`src/rtl/ldpc_sched_pkg.sv`:
```
// Shared types and helpers for the QC-LDPC shift scheduler and its shifter wrapper.
package ldpc_sched_pkg;

  // Tag row/col fields are sized for the largest base graph; instances use the low bits.
  localparam int TAG_ROW_W = 8;
  localparam int TAG_COL_W = 8;

  typedef enum logic [1:0] {
    IDLE  = 2'd0,
    RUN   = 2'd1,
    DRAIN = 2'd2,
    DONE  = 2'd3
  } state_t;

  typedef struct packed {
    logic                 valid;
    logic [TAG_ROW_W-1:0] row;
    logic [TAG_COL_W-1:0] col;
    logic                 row_end;
  } tag_t;

  localparam int TAG_W = $bits(tag_t);

  // One register per barrel-shifter mux level.
  function automatic int shift_lat(input int maxz);
    return $clog2(maxz);
  endfunction

endpackage

```
`src/rtl/ldpc_tag_delay.sv`:
```
// Fixed-depth delay line for scheduler tags, matched to the shifter latency.
module ldpc_tag_delay
  import ldpc_sched_pkg::*;
#(
  parameter int DEPTH = 7
) (
  input  logic             CLK,
  input  logic             clr_i,
  input  logic [TAG_W-1:0] tag_i,
  output logic [TAG_W-1:0] tag_o
);

  tag_t pipe_q [DEPTH];

  always_ff @(posedge CLK) begin
    if (clr_i) begin
      // NOTE: these are individual flops, not a RAM, so every stage is cleared to drop in-flight tags.
      for (int i = 0; i < DEPTH; i++) begin
        pipe_q[i] <= '0;
      end
    end else begin
      pipe_q[0] <= tag_t'(tag_i);
      for (int i = 1; i < DEPTH; i++) begin
        pipe_q[i] <= pipe_q[i-1];
      end
    end
  end

  assign tag_o = pipe_q[DEPTH-1];

endmodule

```
`src/rtl/ldpc_shift_scheduler.sv`:
```
// Walks one QC-LDPC base-matrix pass through the pipelined circular shifter.
// Define LDPC_SCHED_PERF_EN to add the perf_cycles / perf_issued counters.
module ldpc_shift_scheduler
  import ldpc_sched_pkg::*;
#(
  parameter  int MAXZ      = 81,
  parameter  int NUM_ROWS  = 12,
  parameter  int NUM_COLS  = 24,
  localparam int SH_W      = $clog2(MAXZ),
  localparam int Z_W       = $clog2(MAXZ) + 1,
  localparam int ROW_W     = $clog2(NUM_ROWS),
  localparam int COL_W     = $clog2(NUM_COLS),
  localparam int SHIFT_LAT = shift_lat(MAXZ),
  localparam int CNT_W     = $clog2(SHIFT_LAT + 1)
) (
  input  logic             CLK,
  input  logic             rst_n,
  input  logic             start,
  input  logic             hold,
  input  logic [Z_W-1:0]   z_size,
  output logic             busy,
  output logic             done,
  output logic             shift_err,
  output logic [ROW_W-1:0] bm_row,
  output logic [COL_W-1:0] bm_col,
  input  logic             bm_null,
  input  logic [SH_W-1:0]  bm_shift,
  input  logic [MAXZ-1:0]  blk_data,
  output logic [MAXZ-1:0]  sh_data,
  output logic [SH_W-1:0]  sh_shift,
  output logic             out_valid,
  output logic [ROW_W-1:0] out_row,
  output logic [COL_W-1:0] out_col,
  output logic             out_row_end
`ifdef LDPC_SCHED_PERF_EN
  ,
  output logic [31:0]      perf_cycles,
  output logic [15:0]      perf_issued
`endif
);

  state_t             state_q, state_d;
  logic [ROW_W-1:0]   row_q, row_d;
  logic [COL_W-1:0]   col_q, col_d;
  logic [CNT_W-1:0]   cnt_q, cnt_d;
  logic [Z_W-1:0]     z_q, z_d;
  logic               err_q, err_d;

  logic               issue;
  logic               shift_bad;
  logic               last_col;
  tag_t               tag_in;
  tag_t               tag_out;
  logic               unused_tag;

  assign issue     = (state_q == RUN) && !hold;
  assign last_col  = (col_q == COL_W'(NUM_COLS - 1));
  assign shift_bad = !bm_null && ({1'b0, bm_shift} >= z_q);

  always_ff @(posedge CLK) begin
    if (!rst_n) begin
      state_q <= IDLE;
      row_q   <= '0;
      col_q   <= '0;
      cnt_q   <= '0;
      z_q     <= '0;
      err_q   <= 1'b0;
    end else begin
      // NOTE: non-blocking updates so every register samples pre-edge values.
      state_q <= state_d;
      row_q   <= row_d;
      col_q   <= col_d;
      cnt_q   <= cnt_d;
      z_q     <= z_d;
      err_q   <= err_d;
    end
  end

  always_comb begin
    // NOTE: every target is defaulted first so no branch can infer a latch.
    state_d = state_q;
    row_d   = row_q;
    col_d   = col_q;
    cnt_d   = cnt_q;
    z_d     = z_q;
    err_d   = err_q | (issue & shift_bad);
    unique case (state_q)
      IDLE: begin
        if (start) begin
          state_d = RUN;
          row_d   = '0;
          col_d   = '0;
          z_d     = z_size;
        end
      end
      RUN: begin
        if (!hold) begin
          if (last_col) begin
            col_d = '0;
            if (row_q == ROW_W'(NUM_ROWS - 1)) begin
              row_d   = '0;
              cnt_d   = '0;
              state_d = DRAIN;
            end else begin
              row_d = row_q + 1'b1;
            end
          end else begin
            col_d = col_q + 1'b1;
          end
        end
      end
      DRAIN: begin
        if (cnt_q == CNT_W'(SHIFT_LAT - 1)) begin
          state_d = DONE;
        end else begin
          cnt_d = cnt_q + 1'b1;
        end
      end
      DONE:    state_d = IDLE;
      default: state_d = IDLE;
    endcase
  end

  // The shifter registers its inputs, so the issue slot is driven combinationally.
  always_comb begin
    busy     = (state_q == RUN) || (state_q == DRAIN);
    done     = (state_q == DONE);
    sh_data  = '0;
    sh_shift = '0;
    tag_in   = '0;
    if (issue) begin
      tag_in.valid   = !bm_null && !shift_bad;
      tag_in.row     = TAG_ROW_W'(row_q);
      tag_in.col     = TAG_COL_W'(col_q);
      tag_in.row_end = last_col;
      if (!bm_null) begin
        sh_data  = blk_data;
        sh_shift = bm_shift;
      end
    end
  end

  ldpc_tag_delay #(
    .DEPTH(SHIFT_LAT)
  ) u_tag_delay (
    .CLK  (CLK),
    .clr_i(!rst_n),
    .tag_i(tag_in),
    .tag_o(tag_out)
  );

  assign bm_row      = row_q;
  assign bm_col      = col_q;
  assign shift_err   = err_q;
  assign out_valid   = tag_out.valid;
  assign out_row     = tag_out.row[ROW_W-1:0];
  assign out_col     = tag_out.col[COL_W-1:0];
  assign out_row_end = tag_out.row_end;

  // Row/col bits above this instance's widths are always zero.
  assign unused_tag = ^tag_out;

`ifdef LDPC_SCHED_PERF_EN
  logic [31:0] perf_cycles_q;
  logic [15:0] perf_issued_q;

  always_ff @(posedge CLK) begin
    if (!rst_n) begin
      perf_cycles_q <= '0;
      perf_issued_q <= '0;
    end else if ((state_q == IDLE) && start) begin
      perf_cycles_q <= '0;
      perf_issued_q <= '0;
    end else begin
      if (busy) perf_cycles_q <= perf_cycles_q + 32'd1;
      if (tag_in.valid) perf_issued_q <= perf_issued_q + 16'd1;
    end
  end

  assign perf_cycles = perf_cycles_q;
  assign perf_issued = perf_issued_q;
`endif

endmodule

```
`config.mk`:
```
export PLATFORM = sky130hd
export DESIGN_NAME = ldpc_shift_scheduler
export DESIGN_NICKNAME = d
export VERILOG_FILES = /design/src/rtl/ldpc_sched_pkg.sv /design/src/rtl/ldpc_tag_delay.sv /design/src/rtl/ldpc_shift_scheduler.sv
export SDC_FILE = /design/constraint.sdc
export NUM_CORES = 1
export LEC_CHECK = 0
export BUFFER_PORTS_ARGS = -buffer_cell sky130_fd_sc_hd__buf_2
export CAP_MARGIN = 10
export CORE_ASPECT_RATIO = 1.1
export CORE_MARGIN = 4
export CORE_UTILIZATION = 45
export DETAILED_ROUTE_END_ITERATION = 10
export HOLD_SLACK_MARGIN = 0.12
export PLACE_DENSITY = 0.83
export SLEW_MARGIN = 20
export SYNTH_ARGS = -nofsm -noshare
export SYNTH_HDL_FRONTEND = slang
export SYNTH_SLANG_ARGS = --single-unit
```
`constraint.sdc`:
```
create_clock -name CLK -period 1.95 [get_ports CLK]
set_input_delay 0.195 -clock CLK [delete_from_list [all_inputs] [get_ports CLK]]
set_output_delay 0.195 -clock CLK [all_outputs]
set_load 0.05 [all_outputs]
```
======== After elaboration in Yosys (flattened, before gate mapping) ========
Memory sizes are Yosys's and may differ from the RTL's.
Cells that the tools add are included.
storage, ports and cells
  register bits ........................... 23
  memory bits (writable) .................. 126
  input bits .............................. 101
  output and inout port bits .............. 111
  word-level logic and storage cells ...... 81
  memories ................................ 1
cells by class
  $add $sub $neg .......................... 3
  magnitude comparators ................... 1
  eq/ne operators ......................... 12
  multiplexer cells ....................... 34
  bitwise gates (word level) .............. 9
  reduce and logical (&&, ||, !) cells .... 15
memories
  memory              words  width  rd ports  clocked after Yosys merged registers in  wr ports  line                  source
  u_tag_delay.pipe_q  7      18     7         0                                        7         ldpc_tag_delay.sv:13  tag_t pipe_q [DEPTH];
operator list
  kind                                                            count
  81-bit two-way mux                                              2
  18-bit two-way mux                                              8
  4-bit two-way mux                                               4
  5-bit two-way mux                                               3
  7-bit two-way mux                                               2
  3-bit two-way mux                                               4
  2-bit two-way mux                                               5
  2-bit inequality test (second input constant)                   5
  5-bit case mux with 2 select lines                              1
  5-bit AND reduction                                             2
  7-bit by 8-bit >= comparator with 1-bit output                  1
  1-bit bitwise OR                                                8
  2-bit case mux with 4 select lines                              1
  4-bit case mux with 2 select lines                              1
  3-bit case mux with 2 select lines                              1
  5-bit by 1-bit adder with 5-bit output (second input constant)  1
  5-bit equality test (second input constant)                     1
  4-bit by 1-bit adder with 4-bit output (second input constant)  1
  2-bit equality test (second input constant)                     2
  4-bit equality test (second input constant)                     1
  4-bit AND reduction                                             1
  2-bit nonzero test                                              2
  3-bit by 1-bit adder with 3-bit output (second input constant)  1
  3-bit equality test (second input constant)                     1
  10 further kinds                                                15

======== Longest topological paths before layout ========
Gate-level depths: netlist of the first run.
  depth after elaboration ................. 6
  mapped depth ............................ 7
  gate-level depth less buffers ........... 6

======== By module ========
A second synthesis of the first run with hierarchy kept.
unflattened totals
  cells, all modules ...................... 564
  area, all modules ....................... 5,691.7 µm²
by module, submodules not included
  module                times used  cells an instance  area an instance (µm²)  sequential area each (µm²)
  ldpc_tag_delay        1           284                3,631.0                 2,522.4
  ldpc_shift_scheduler  1           280                2,060.7                 460.4

======== Worst setup path before layout of the first run ========
OpenSTA, ideal clock, no wires.
  path kind ............................... register to register
  start ................................... reg col_q[1] (netlist: bm_col[1])
  end ..................................... reg cnt_q[2]
  library setup time ...................... 0.116 ns
  data arrival time ....................... 2.056 ns
  required time ........................... 1.834 ns
  slack ................................... -0.222 ns
  stages on the path, launching flop included .. 6
  path buffers ............................ 0
  period minus slack after synthesis ...... 2.172 ns
  path through ............................ dfxtp_1 > ha_1 > nand4b_1 > o31a_1 > a311o_1 > a31o_1
on the way
  cells in the longest elaborated chain, start to end .. 3
RTL lines
  what                                    line                        source
  from (decl)                             ldpc_shift_scheduler.sv:44  logic [COL_W-1:0] col_q, col_d;
  from (signal assigned)                  ldpc_shift_scheduler.sv:72  col_q <= col_d;
  5-bit equality test                     ldpc_shift_scheduler.sv:57  assign last_col = (col_q == COL_W'(NUM_COLS - 1));
  2-bit inequality test (no source line)  n/a
  5-bit AND reduction (no source line)    n/a
  to (signal assigned)                    ldpc_shift_scheduler.sv:73  cnt_q <= cnt_d;
  to (decl)                               ldpc_shift_scheduler.sv:45  logic [CNT_W-1:0] cnt_q, cnt_d;
No other way between the ends.
A chain may end at the register's enable or synchronous reset.

======== Worst setup path after layout of the first run ========
  start ................................... reg state_q[1]
  end ..................................... out sh_data[20]
on the way
  cells in the longest elaborated chain, start to end .. 3
RTL lines
  what                                            line                         source
  from (decl)                                     ldpc_shift_scheduler.sv:42   state_t state_q, state_d;
  from (signal assigned)                          ldpc_shift_scheduler.sv:70   state_q <= state_d;
  2-bit by 1-bit equality test with 1-bit output  ldpc_shift_scheduler.sv:56   assign issue = (state_q == RUN) && !hold;
  1-bit logical AND                               ldpc_shift_scheduler.sv:56
  81-bit two-way mux                              ldpc_shift_scheduler.sv:131  if (issue) begin
  to (decl)                                       ldpc_shift_scheduler.sv:29   output logic [MAXZ-1:0] sh_data,
No other way between the ends.

==> results of run 1 <==
[power by group through the flow]
stage          registers (W)  logic [W]  clock network (W)
2_1_floorplan        0.00228    0.00123                  0
3_3_place_gp         0.00222    0.00172                  0
3_5_place_dp         0.00223    0.00178                  0
4_1_cts              0.00219    0.00244            0.00139
5_1_grt              0.00221    0.00293            0.00151
6_report             0.00220    0.00282            0.00138
[final cells by class]
type,instances,area (um^2)
multi-input combinational,287,2173
fill,476,1627
clock buffer,9,123.9
clock inverter,7,92.59
inverter,13,48.80
timing repair buffer,257,2654
sequential,100,2012
tap,114,142.6
[repair_timing]
action	4_1_cts	5_1_grt
gates resized for setup	298	58
endpoints found under the setup margin	88	91
hold buffers	9	0
buffers inserted	9	7
gates cloned	10	4
endpoints found under the hold margin	9	0
pin swaps	29	50
[flip-flops by register name, summed over array words and instances, names as in the netlist]
name                count
bm_col                  5
shift_err               1
u_tag_delay.pipe_q     77
z_q                     8
bm_row                  4
state_q                 2
cnt_q                   3
[logic make-up after synthesis]
| family | Yosys count |
|---|---|
| compound gates | 38 |
| xor+xnor | 2 |
| fa+ha+maj | 15 |
| buf+inv | 40 |
| flops | 100 |
| mux | 4 |
| simple gates | 228 |
[per-layer routing]
| layer | part of all wire | GRT usage | wire [um] |
|---|---|---|---|
| met1 | 0.34 | 0.2881 | 5656 |
| met2 | 0.53 | 0.5125 | 8718 |
| met3 | 0.086 | 0.09008 | 1418 |
| met4 | 0.040 | 0.1122 | 661 |
| met5 | 0 | 0 | 0 |
[cells in the mapped netlist, types with 2 or more instances]
| cell | n | area, um^2 |
|---|---|---|
| a211oi_1 | 2 | 15.01 |
| a21boi_0 | 12 | 90.09 |
| a21oi_1 | 2 | 10.01 |
| and2_1 | 161 | 1007 |
| buf_4 | 2 | 15.01 |
| clkbuf_1 | 23 | 86.33 |
| dfxtp_1 | 100 | 2002 |
| ha_1 | 15 | 187.7 |
| inv_1 | 13 | 48.80 |
| mux2i_1 | 4 | 40.04 |
| nand2_1 | 23 | 86.33 |
| nand3_1 | 11 | 55.05 |
| nand3b_1 | 5 | 37.54 |
| nand4_1 | 3 | 18.77 |
| nand4b_1 | 4 | 35.03 |
| nor2_1 | 5 | 18.77 |
| nor2b_1 | 5 | 31.28 |
| o21ai_0 | 5 | 25.02 |
| o31a_1 | 2 | 17.52 |
| or2_0 | 2 | 12.51 |
| xor2_1 | 2 | 17.52 |
[final timing paths]
path | depth (start not counted) | endpoint | start
hold reg to reg | 1 | u_tag_delay.pipe_q[5][11]$_SDFF_PN0_ | u_tag_delay.pipe_q[4][11]$_SDFF_PN0_
setup / recovery | 8 | sh_data[20] | state_q[1]$_SDFFE_PN0P_
setup reg to reg | 9 | bm_row[1]$_SDFFE_PN0P_ | state_q[1]$_SDFFE_PN0P_
hold / removal | 3 | shift_err$_SDFF_PN0_ | bm_null
[stage by stage]
| stage | setup slack, ps | cell area, um^2 | util | power [W] |
|---|---|---|---|---|
| after floorplan | -9.666 | 4110 | - | 0.003505 |
| after global placement | 175.2 | 5343 | 0.6021 | 0.003945 |
| after detailed placement | 105.2 | 5343 | 0.6021 | 0.004013 |
| after CTS | -73.37 | 6927 | 0.7806 | 0.006021 |
| after global routing | -217.4 | 7247 | 0.8167 | 0.006643 |
| final | -124.0 | 7247 | 0.8167 | 0.006401 |
[worst register-to-register path: cells and delay by family (launching register included)]
| kind | cells | cell delay [ps] |
|---|---|---|
| buffers and inverters | 4 | 590 |
| AND/OR/NAND/NOR | 2 | 370 |
| adder cells (fa/ha/maj) | 1 | 190 |
| flip-flops | 1 | 340 |
| AO/OA/AOI/OAI | 2 | 380 |
==> results.sh, run 1 <==
export IMPL_rsz0062_at_grt="yes"
export IMPL_antenna_cells=0
export IMPL_dr_first_iter_drc_count=212
export IMPL_cts_clk_slew_worst_paths_ps=90
export IMPL_root_buffer="clkbuf_8"
export IMPL_yosys_area_share_simple=0.3364
export IMPL_grt_pass1_wl_mm=22.48
export IMPL_ys_seq_elements=100
export IMPL_leakage_nw=3.360
export IMPL_grt_remaining_overflow=0
export IMPL_yosys_warnings=0
export IMPL_maxSlewHeadroom=0.7114
export IMPL_p_seq_frac=0.344
export IMPL_tightest_slew_ps=433.0
export IMPL_grt_pass1_vias=4155
export IMPL_fin_crit_ps=2074
export IMPL_hold_class="input pin to flip-flop"
export IMPL_syn_area_per_cell_um2=9.555
export IMPL_wl_per_cell_um=20.91
export IMPL_violations="negative setup slack"
export IMPL_hold_slack_ps=219.1
export IMPL_final_common_cell="buf_2"
export IMPL_synth_mux_area_frac=0.009813
export IMPL_setup_violations=88
export IMPL_num_rows=36
export IMPL_grt_max_degree=77
export IMPL_vias=4099
export IMPL_fin_crit_sh=1.064
export IMPL_crit_slowest_cell="dfxtp_2"
export IMPL_drive_gt1_frac=0.5468
export IMPL_seq_area_frac_synth=0.4906
export IMPL_hpwlAfterDp_mm=8.394
export IMPL_worst_path_largest_cell_delay_ps=340
export IMPL_rrSetupSlack_ps=20
export IMPL_ios=212
export IMPL_cp_start_kind="flip-flop"
export IMPL_crit_chain="inv_2 > ha_4 > nor3b_4 > buf_6 > buf_12 > clkbuf_16 > and2_4 > buf_8"
export IMPL_fp_coreArea_um2=8874
export IMPL_power_internal_w=0.004011
export IMPL_crit_type="flip-flop to primary output"
export IMPL_start_util=0.4598
export IMPL_routed_wl_mm=16.45
export IMPL_grt_antenna_before_repair=0
export IMPL_synthCells=427
export IMPL_final_setup_tns_ps=-7728
export IMPL_h_tree_depth=3
export IMPL_nets=784
export IMPL_synth_compound_area_share=0.07084
export IMPL_critPathTopFamily="buffers and inverters"
export IMPL_ys_types=47
export IMPL_maxCapViolCount=0
export IMPL_clkSinkCount=100
export IMPL_viasPerCell=5.208
export IMPL_outcome="finished, violations left"
export IMPL_fin_cells=787
export IMPL_dp_cells=732
export IMPL_combPwrFrac=0.441
export IMPL_synthAdderAreaFrac=0.04600
export IMPL_grtUsageTotal=0.2779
export IMPL_synth_nets=543
export IMPL_synth_edf_count=0
export IMPL_die_w_um=98.79
export IMPL_pwr_share_clk=0.215
export IMPL_power_density_nw_per_um2=883.3
export IMPL_hold_violations=0
export IMPL_end_kind="primary output"
export IMPL_clk_latency_ps=370
export IMPL_finClkSkew_ps=15.18
export IMPL_drcViolationCount=0
export IMPL_cts_buffers=9
export IMPL_area_delta_synth_final_pct=77.61
export IMPL_worstPathRequired_ps=1750
export IMPL_die_h_um=107.9
export IMPL_mappedNetlistArea_um2=4080
export IMPL_cp_max_fo=5
export IMPL_synthArstFlopShare=0
export IMPL_cp_buffers_inverters=5
export IMPL_synth_top_family_by_area="simple AND/OR/NAND/NOR gates"
export IMPL_clk_path_buf_depth=2
export IMPL_dieArea_um2=10660
export IMPL_globalplace_congestion=0.8324
export IMPL_drt_pass1_iterations=4
export IMPL_cts_tree="done"
export IMPL_max_freq_mhz=482.2
export IMPL_synthFlopType="dfxtp_1"
export IMPL_slew_viol_final=0
export IMPL_final_cell_mix="buf_2, dfxtp_1, and2_4, buf_8, and2_1"
export IMPL_portBuffers=211
export IMPL_p_switching_w=0.002391
export IMPL_vdd_drop_max_mv=0.7983
export IMPL_switching_share=0.3735
export IMPL_setup_slack_ps=-124.0
export IMPL_synth_xor_xnor_area_share=0.004293
export IMPL_ant_nets=0
export IMPL_crit_arrival_ps=1880
No activity file was read; power rests on OpenSTA's default activity.
==> run 2, diff against run 1 <==
CORE_ASPECT_RATIO = default   (was 1.1)
==> run 2 against run 1 <==
  * Largest power group unchanged
  * Clock skew grew 4.0 ps
  * First-iteration DRC count shrank 55%
  * The run still ends with negative setup slack left
  * Non-clock buffer count down 23
  * Global-route usage is 4.2 points lower
==> results.sh, run 2 (synthesis gave the netlist of run 1 again) <==
export IMPL_crit_type="flip-flop to primary output"
export IMPL_root_buffer="clkbuf_8"
export IMPL_grt_remaining_overflow=0
export IMPL_rsz0062_at_grt="yes"
export IMPL_routed_wl_mm=13.03
export IMPL_dieArea_um2=10650
export IMPL_num_rows=34
export IMPL_die_h_um=103.2
export IMPL_fillers=556
export IMPL_setup_slack_ps=-54.26
export IMPL_reg2reg_to="bm_row[3]$_SDFFE_PN0P_"
export IMPL_rr_startpoint="state_q[1]$_SDFFE_PN0P_"
export IMPL_drt_pass1_iterations=4
export IMPL_critPathTopFamily="buffers and inverters"
export IMPL_hold_class="input pin to flip-flop"
export IMPL_maxSlewHeadroom=0.7423
export IMPL_grt_pass1_vias=3830
export IMPL_setup_violations=50
export IMPL_final_setup_tns_ps=-932.0
export IMPL_viasPerCell=4.988
export IMPL_portBuffers=211
export IMPL_violations="negative setup slack"
export IMPL_fin_crit_sh=1.028
export IMPL_cp_start_kind="flip-flop"
export IMPL_drive_gt1_frac=0.5077
export IMPL_fp_coreArea_um2=8763
export IMPL_power_density_nw_per_um2=853.9
export IMPL_worstPathRequired_ps=1750
export IMPL_ios=212
export IMPL_cts_tree="done"
export IMPL_antenna_cells=0
export IMPL_slew_viol_final=0
export IMPL_ant_nets=0
export IMPL_reg2regPathDepth=8
export IMPL_globalplace_congestion=0.8945
export IMPL_hold_slack_ps=154.4
export IMPL_tightest_slew_ps=386.5
export IMPL_crit_arrival_ps=1810
export IMPL_post_place_ws_ps=96.01
export IMPL_end_kind="primary output"
export IMPL_h_tree_depth=3
export IMPL_final_util=0.7586
export IMPL_start_util=0.4656
export IMPL_area_delta_synth_final_pct=62.93
export IMPL_cts_clk_slew_worst_paths_ps=90
export IMPL_grt_max_degree=77
export IMPL_clk_latency_ps=360
export IMPL_cts_buffers=9
export IMPL_grtUsageTotal=0.2362
export IMPL_grt_pass1_wl_mm=19.05
export IMPL_rrSetupSlack_ps=110
export IMPL_wl_per_cell_um=17.19
export IMPL_clkSinkCount=100
export IMPL_vdd_drop_max_mv=0.7163
export IMPL_final_cell_mix="buf_2, dfxtp_1, and2_1, and2_4, buf_8"
export IMPL_maxCapViolCount=0
export IMPL_top_register="u_tag_delay.pipe_q"
export IMPL_grt_antenna_before_repair=0
export IMPL_hold_violations=0
export IMPL_cp_buffers_inverters=4
export IMPL_finClkSkew_ps=19.23
export IMPL_worst_path_largest_cell_delay_ps=340
export IMPL_outcome="finished, violations left"
export IMPL_largest_register_ffs=77
export IMPL_crit_slowest_cell="dfxtp_2"
export IMPL_fin_crit_ps=2004
export IMPL_dr_first_iter_drc_count=95
export IMPL_hold_path_depth=3
export IMPL_hpwlAfterDp_mm=8.651
export IMPL_die_w_um=103.2
export IMPL_total_power_w=0.005677
export IMPL_final_common_cell="buf_2"
export IMPL_max_freq_mhz=498.9
export IMPL_crit_chain="inv_2 > ha_4 > nor3b_4 > buf_6 > buf_16 > and2_2 > buf_6"
export IMPL_nets=761
export IMPL_worstHoldStart="z_size[1]"
export IMPL_clk_path_buf_depth=2
export IMPL_drcViolationCount=0
export IMPL_vias=3781
export IMPL_min_to="z_q[1]$_SDFFE_PN0P_"
export IMPL_leakage_nw=3.104
export IMPL_cp_max_fo=19
export IMPL_cpMostUsedCell="buf_6"
==> run 2: cell types whose count changed in the layout (fill, tap and decap cells not counted), moves of 2 or more <==
cell / previous run / this run
and2_1: 73 / 88
and2_4: 83 / 58
buf_4: 14 / 7
clkbuf_16: 3 / 1
buf_6: 9 / 29
buf_16: 10 / 2
buf_8: 78 / 56
dlygate4sd3_1: 9 / 6
and2_2: 6 / 16
==> run 2: worst register-to-register path, delay by kind of cell, from the launching register on <==
kind	cells	cell delay, ps
simple gates	1	120
compound gates	3	710
flops	1	340
fa+ha+maj	1	130
buf+inv	3	440
==> run 2: repair_timing <==
| item | 4_1_cts | 5_1_grt |
|---|---|---|
| cloned | 4 | 1 |
| hold endpoints to repair | 6 | 0 |
| setup buffers | 5 | 3 |
| setup endpoints to repair | 88 | 90 |
| gates resized for setup | 221 | 76 |
| hold buffers | 6 | 0 |
| pin swaps | 3 | 12 |
==> run 2: routing by layer <==
metal  part of all wire  track usage
met1               0.36       0.2590
met4              0.034      0.08466
met3              0.073      0.08249
met2               0.53       0.4218
met5                  0            0
==> run 2: layout make-up <==
class	instances	area [um^2]	share of cell area
clock buffers	10	127.6	0.01920
flip-flops and latches	100	2012	0.3027
multi-input cells	287	2092	0.3147
repair buffers	234	2176	0.3273
clock inverters	6	56.30	0.008470
well taps	108	135.1	0.02033
inverters	13	48.80	0.007340
==> run 2: how the worst max path moves through the flow <==
stage	from	to	slack (ps)	cells past startpoint
after floorplan	bm_col[1]$_SDFFE_PN0P_	cnt_q[2]$_SDFFE_PN0P_	-10	5
after global placement	bm_col[1]$_SDFFE_PN0P_	cnt_q[2]$_SDFFE_PN0P_	170	5
after detailed placement	state_q[1]$_SDFFE_PN0P_	bm_row[3]$_SDFFE_PN0P_	100	7
after CTS	state_q[1]$_SDFFE_PN0P_	sh_data[42]	-70	8
after global routing	state_q[1]$_SDFFE_PN0P_	sh_data[75]	-140	7
final	state_q[1]$_SDFFE_PN0P_	sh_data[75]	-50	7
==> run 2: per-stage QoR <==
step                instances  cell area, um^2
floorplan                 427             4110
global placement          726             5335
detailed placement        726             5335
CTS                       757             6410
global route              758             6648
finish                    758             6648
==> run 2: where the power goes <==
group / switching (W) / internal (W) / total (W)
Sequential: 0.0000650 / 0.00213 / 0.00219
Clock: 0.000702 / 0.000491 / 0.00119
Combinational: 0.00134 / 0.000955 / 0.00229
==> run 3, diff against run 2 <==
REMOVE_ABC_BUFFERS = 1   (was default)
==> run 3 against run 2 <==
  * Sequential power hardly changed
  * Highest routed layer unchanged
  * Power is 3.3% higher
  * Critical path depth is 1 higher
  * Register-to-register slack worse by 30 ps
  * Largest power group unchanged
  * The flow still finishes with violations (negative setup slack)
  * Critical path type unchanged
  * Global-route usage is 1.0 points higher
  * Combinational power is 8% higher
==> results.sh, run 3 (synthesis gave the netlist of run 1 again) <==
export IMPL_outcome="finished, violations left"
export IMPL_violations="negative setup slack"
export IMPL_fin_crit_sh=1.061
export IMPL_dp_cells=726
export IMPL_top_register="u_tag_delay.pipe_q"
export IMPL_drcViolationCount=0
export IMPL_reg2reg_to="bm_row[3]$_SDFFE_PN0P_"
export IMPL_setup_violations=68
export IMPL_cp_start_kind="flip-flop"
export IMPL_ios=212
export IMPL_hold_class="input pin to flip-flop"
export IMPL_die_w_um=103.2
export IMPL_maxCapViolCount=0
export IMPL_routed_wl_mm=16.01
export IMPL_rrSetupSlack_ps=80
export IMPL_grt_max_degree=84
export IMPL_final_cell_mix="buf_2, dfxtp_1, and2_1, and2_4, buf_8"
export IMPL_viasPerCell=5.197
export IMPL_p_switching_w=0.002220
export IMPL_fp_coreArea_um2=8763
export IMPL_largest_register_ffs=77
export IMPL_cts_tree="done"
export IMPL_nets=771
export IMPL_end_kind="primary output"
export IMPL_power_density_nw_per_um2=856.8
export IMPL_grt_pass1_vias=3820
export IMPL_clkSinkCount=100
export IMPL_vias=4028
export IMPL_rr_startpoint="state_q[0]$_SDFFE_PN0P_"
export IMPL_hold_slack_ps=172.1
export IMPL_p_seq_frac=0.373
export IMPL_globalplace_congestion=0.9233
export IMPL_h_tree_depth=3
export IMPL_grt_pass1_wl_mm=19.70
export IMPL_crit_type="flip-flop to primary output"
export IMPL_drive_gt1_frac=0.4985
export IMPL_clk_latency_ps=360
export IMPL_worstHoldStart="z_size[2]"
export IMPL_root_buffer="clkbuf_8"
export IMPL_fin_cells=775
export IMPL_start_util=0.4656
export IMPL_switching_share=0.3785
export IMPL_leakage_nw=3.189
export IMPL_grt_antenna_before_repair=5
export IMPL_wl_per_cell_um=20.65
export IMPL_cp_max_fo=6
export IMPL_maxSlewHeadroom=0.7194
export IMPL_fin_crit_ps=2068
export IMPL_die_h_um=103.2
export IMPL_clk_path_buf_depth=2
export IMPL_dr_first_iter_drc_count=155
export IMPL_pwr_share_clk=0.206
export IMPL_reg2regPathDepth=7
export IMPL_cts_clk_slew_worst_paths_ps=100
export IMPL_finClkSkew_ps=13.56
export IMPL_drt_pass1_iterations=4
export IMPL_grtUsageTotal=0.2464
export IMPL_power_internal_w=0.003645
export IMPL_ant_nets=0
export IMPL_dieArea_um2=10650
export IMPL_tightest_slew_ps=418.4
export IMPL_hold_violations=0
export IMPL_rsz0062_at_grt="yes"
export IMPL_combPwrFrac=0.421
export IMPL_hpwlAfterDp_mm=8.536
export IMPL_hold_path_depth=3
export IMPL_num_rows=34
export IMPL_slew_viol_final=0
export IMPL_portBuffers=211
export IMPL_worstPathRequired_ps=1750
export IMPL_vdd_drop_max_mv=0.7986
export IMPL_grt_remaining_overflow=0
export IMPL_final_common_cell="buf_2"
export IMPL_crit_arrival_ps=1870
export IMPL_max_freq_mhz=483.5
export IMPL_min_to="z_q[2]$_SDFFE_PN0P_"
export IMPL_area_delta_synth_final_pct=67.77
export IMPL_setup_slack_ps=-118.1
export IMPL_cts_buffers=9
[run 3: area by class of cell]
class,instances,area [um^2]
tap,108,135.1
multi-input combinational,287,2093
inverter,13,48.80
timing repair buffer,244,2361
clock inverter,6,55.05
clock buffer,10,127.6
fill,530,1918
antenna,7,17.52
sequential,100,2007
[run 3: how the worst max path moves through the flow]
stage | start | end | slack, ps | cells past startpoint
floorplan | state_q[1]$_SDFFE_PN0P_ | sh_data[0] | -1330 | 4
global placement | state_q[1]$_SDFFE_PN0P_ | bm_row[3]$_SDFFE_PN0P_ | 200 | 7
detailed placement | state_q[1]$_SDFFE_PN0P_ | bm_row[3]$_SDFFE_PN0P_ | 100 | 7
CTS | state_q[1]$_SDFFE_PN0P_ | sh_data[63] | -90 | 8
global route | state_q[1]$_SDFFE_PN0P_ | sh_shift[3] | -210 | 8
finish | state_q[1]$_SDFFE_PN0P_ | sh_data[1] | -120 | 8
[run 3: what timing repair did]
item / in CTS / in global routing
hold buffers: 8 / 0
buffers inserted: 6 / 1
gates resized for setup: 205 / 121
gates cloned: 6 / 5
pin swaps: 5 / 27
hold endpoints to repair: 8 / 0
setup endpoints to repair: 88 / 90
[run 3: power groups by stage]
| stage | Sequential [W] | Combinational (W) | Clock (W) |
|---|---|---|---|
| after global routing | 0.00219 | 0.00259 | 0.00133 |
| final | 0.00219 | 0.00247 | 0.00121 |
| after floorplan | 0.00227 | 0.00115 | 0 |
| after CTS | 0.00218 | 0.00212 | 0.00125 |
| after global placement | 0.00222 | 0.00167 | 0 |
| after detailed placement | 0.00223 | 0.00172 | 0 |
[run 3: metrics by stage]
step                        util  area (um^2)  total power, W  setup slack, ps  TNS (ps)
after floorplan                -         3958        0.003428            -1330   -117600
after global placement    0.5988         5248        0.003885            195.6         0
after detailed placement  0.5988         5248        0.003946            96.25         0
after CTS                 0.7232         6337        0.005546           -90.49     -4898
after global routing      0.7808         6843        0.006115           -210.4    -12830
final                     0.7811         6845        0.005865           -118.1     -5070
[run 3: layer usage]
layer  GRT usage  wire, um  vias to the layer above
met5           0         0                        -
met2      0.4312      8177                      243
met1      0.2666      5653                     1887
li1            -         -                     1835
met4     0.09761       731                        0
met3     0.09725      1444                       63
[run 3: worst max-delay path: stages (launching register included)]
cell,delay (ps)
dfxtp_2,340
inv_2,70
ha_4,130
nor3b_4,210
buf_6,140
buf_12,130
buf_6,150
and2_1,170
buf_6,170
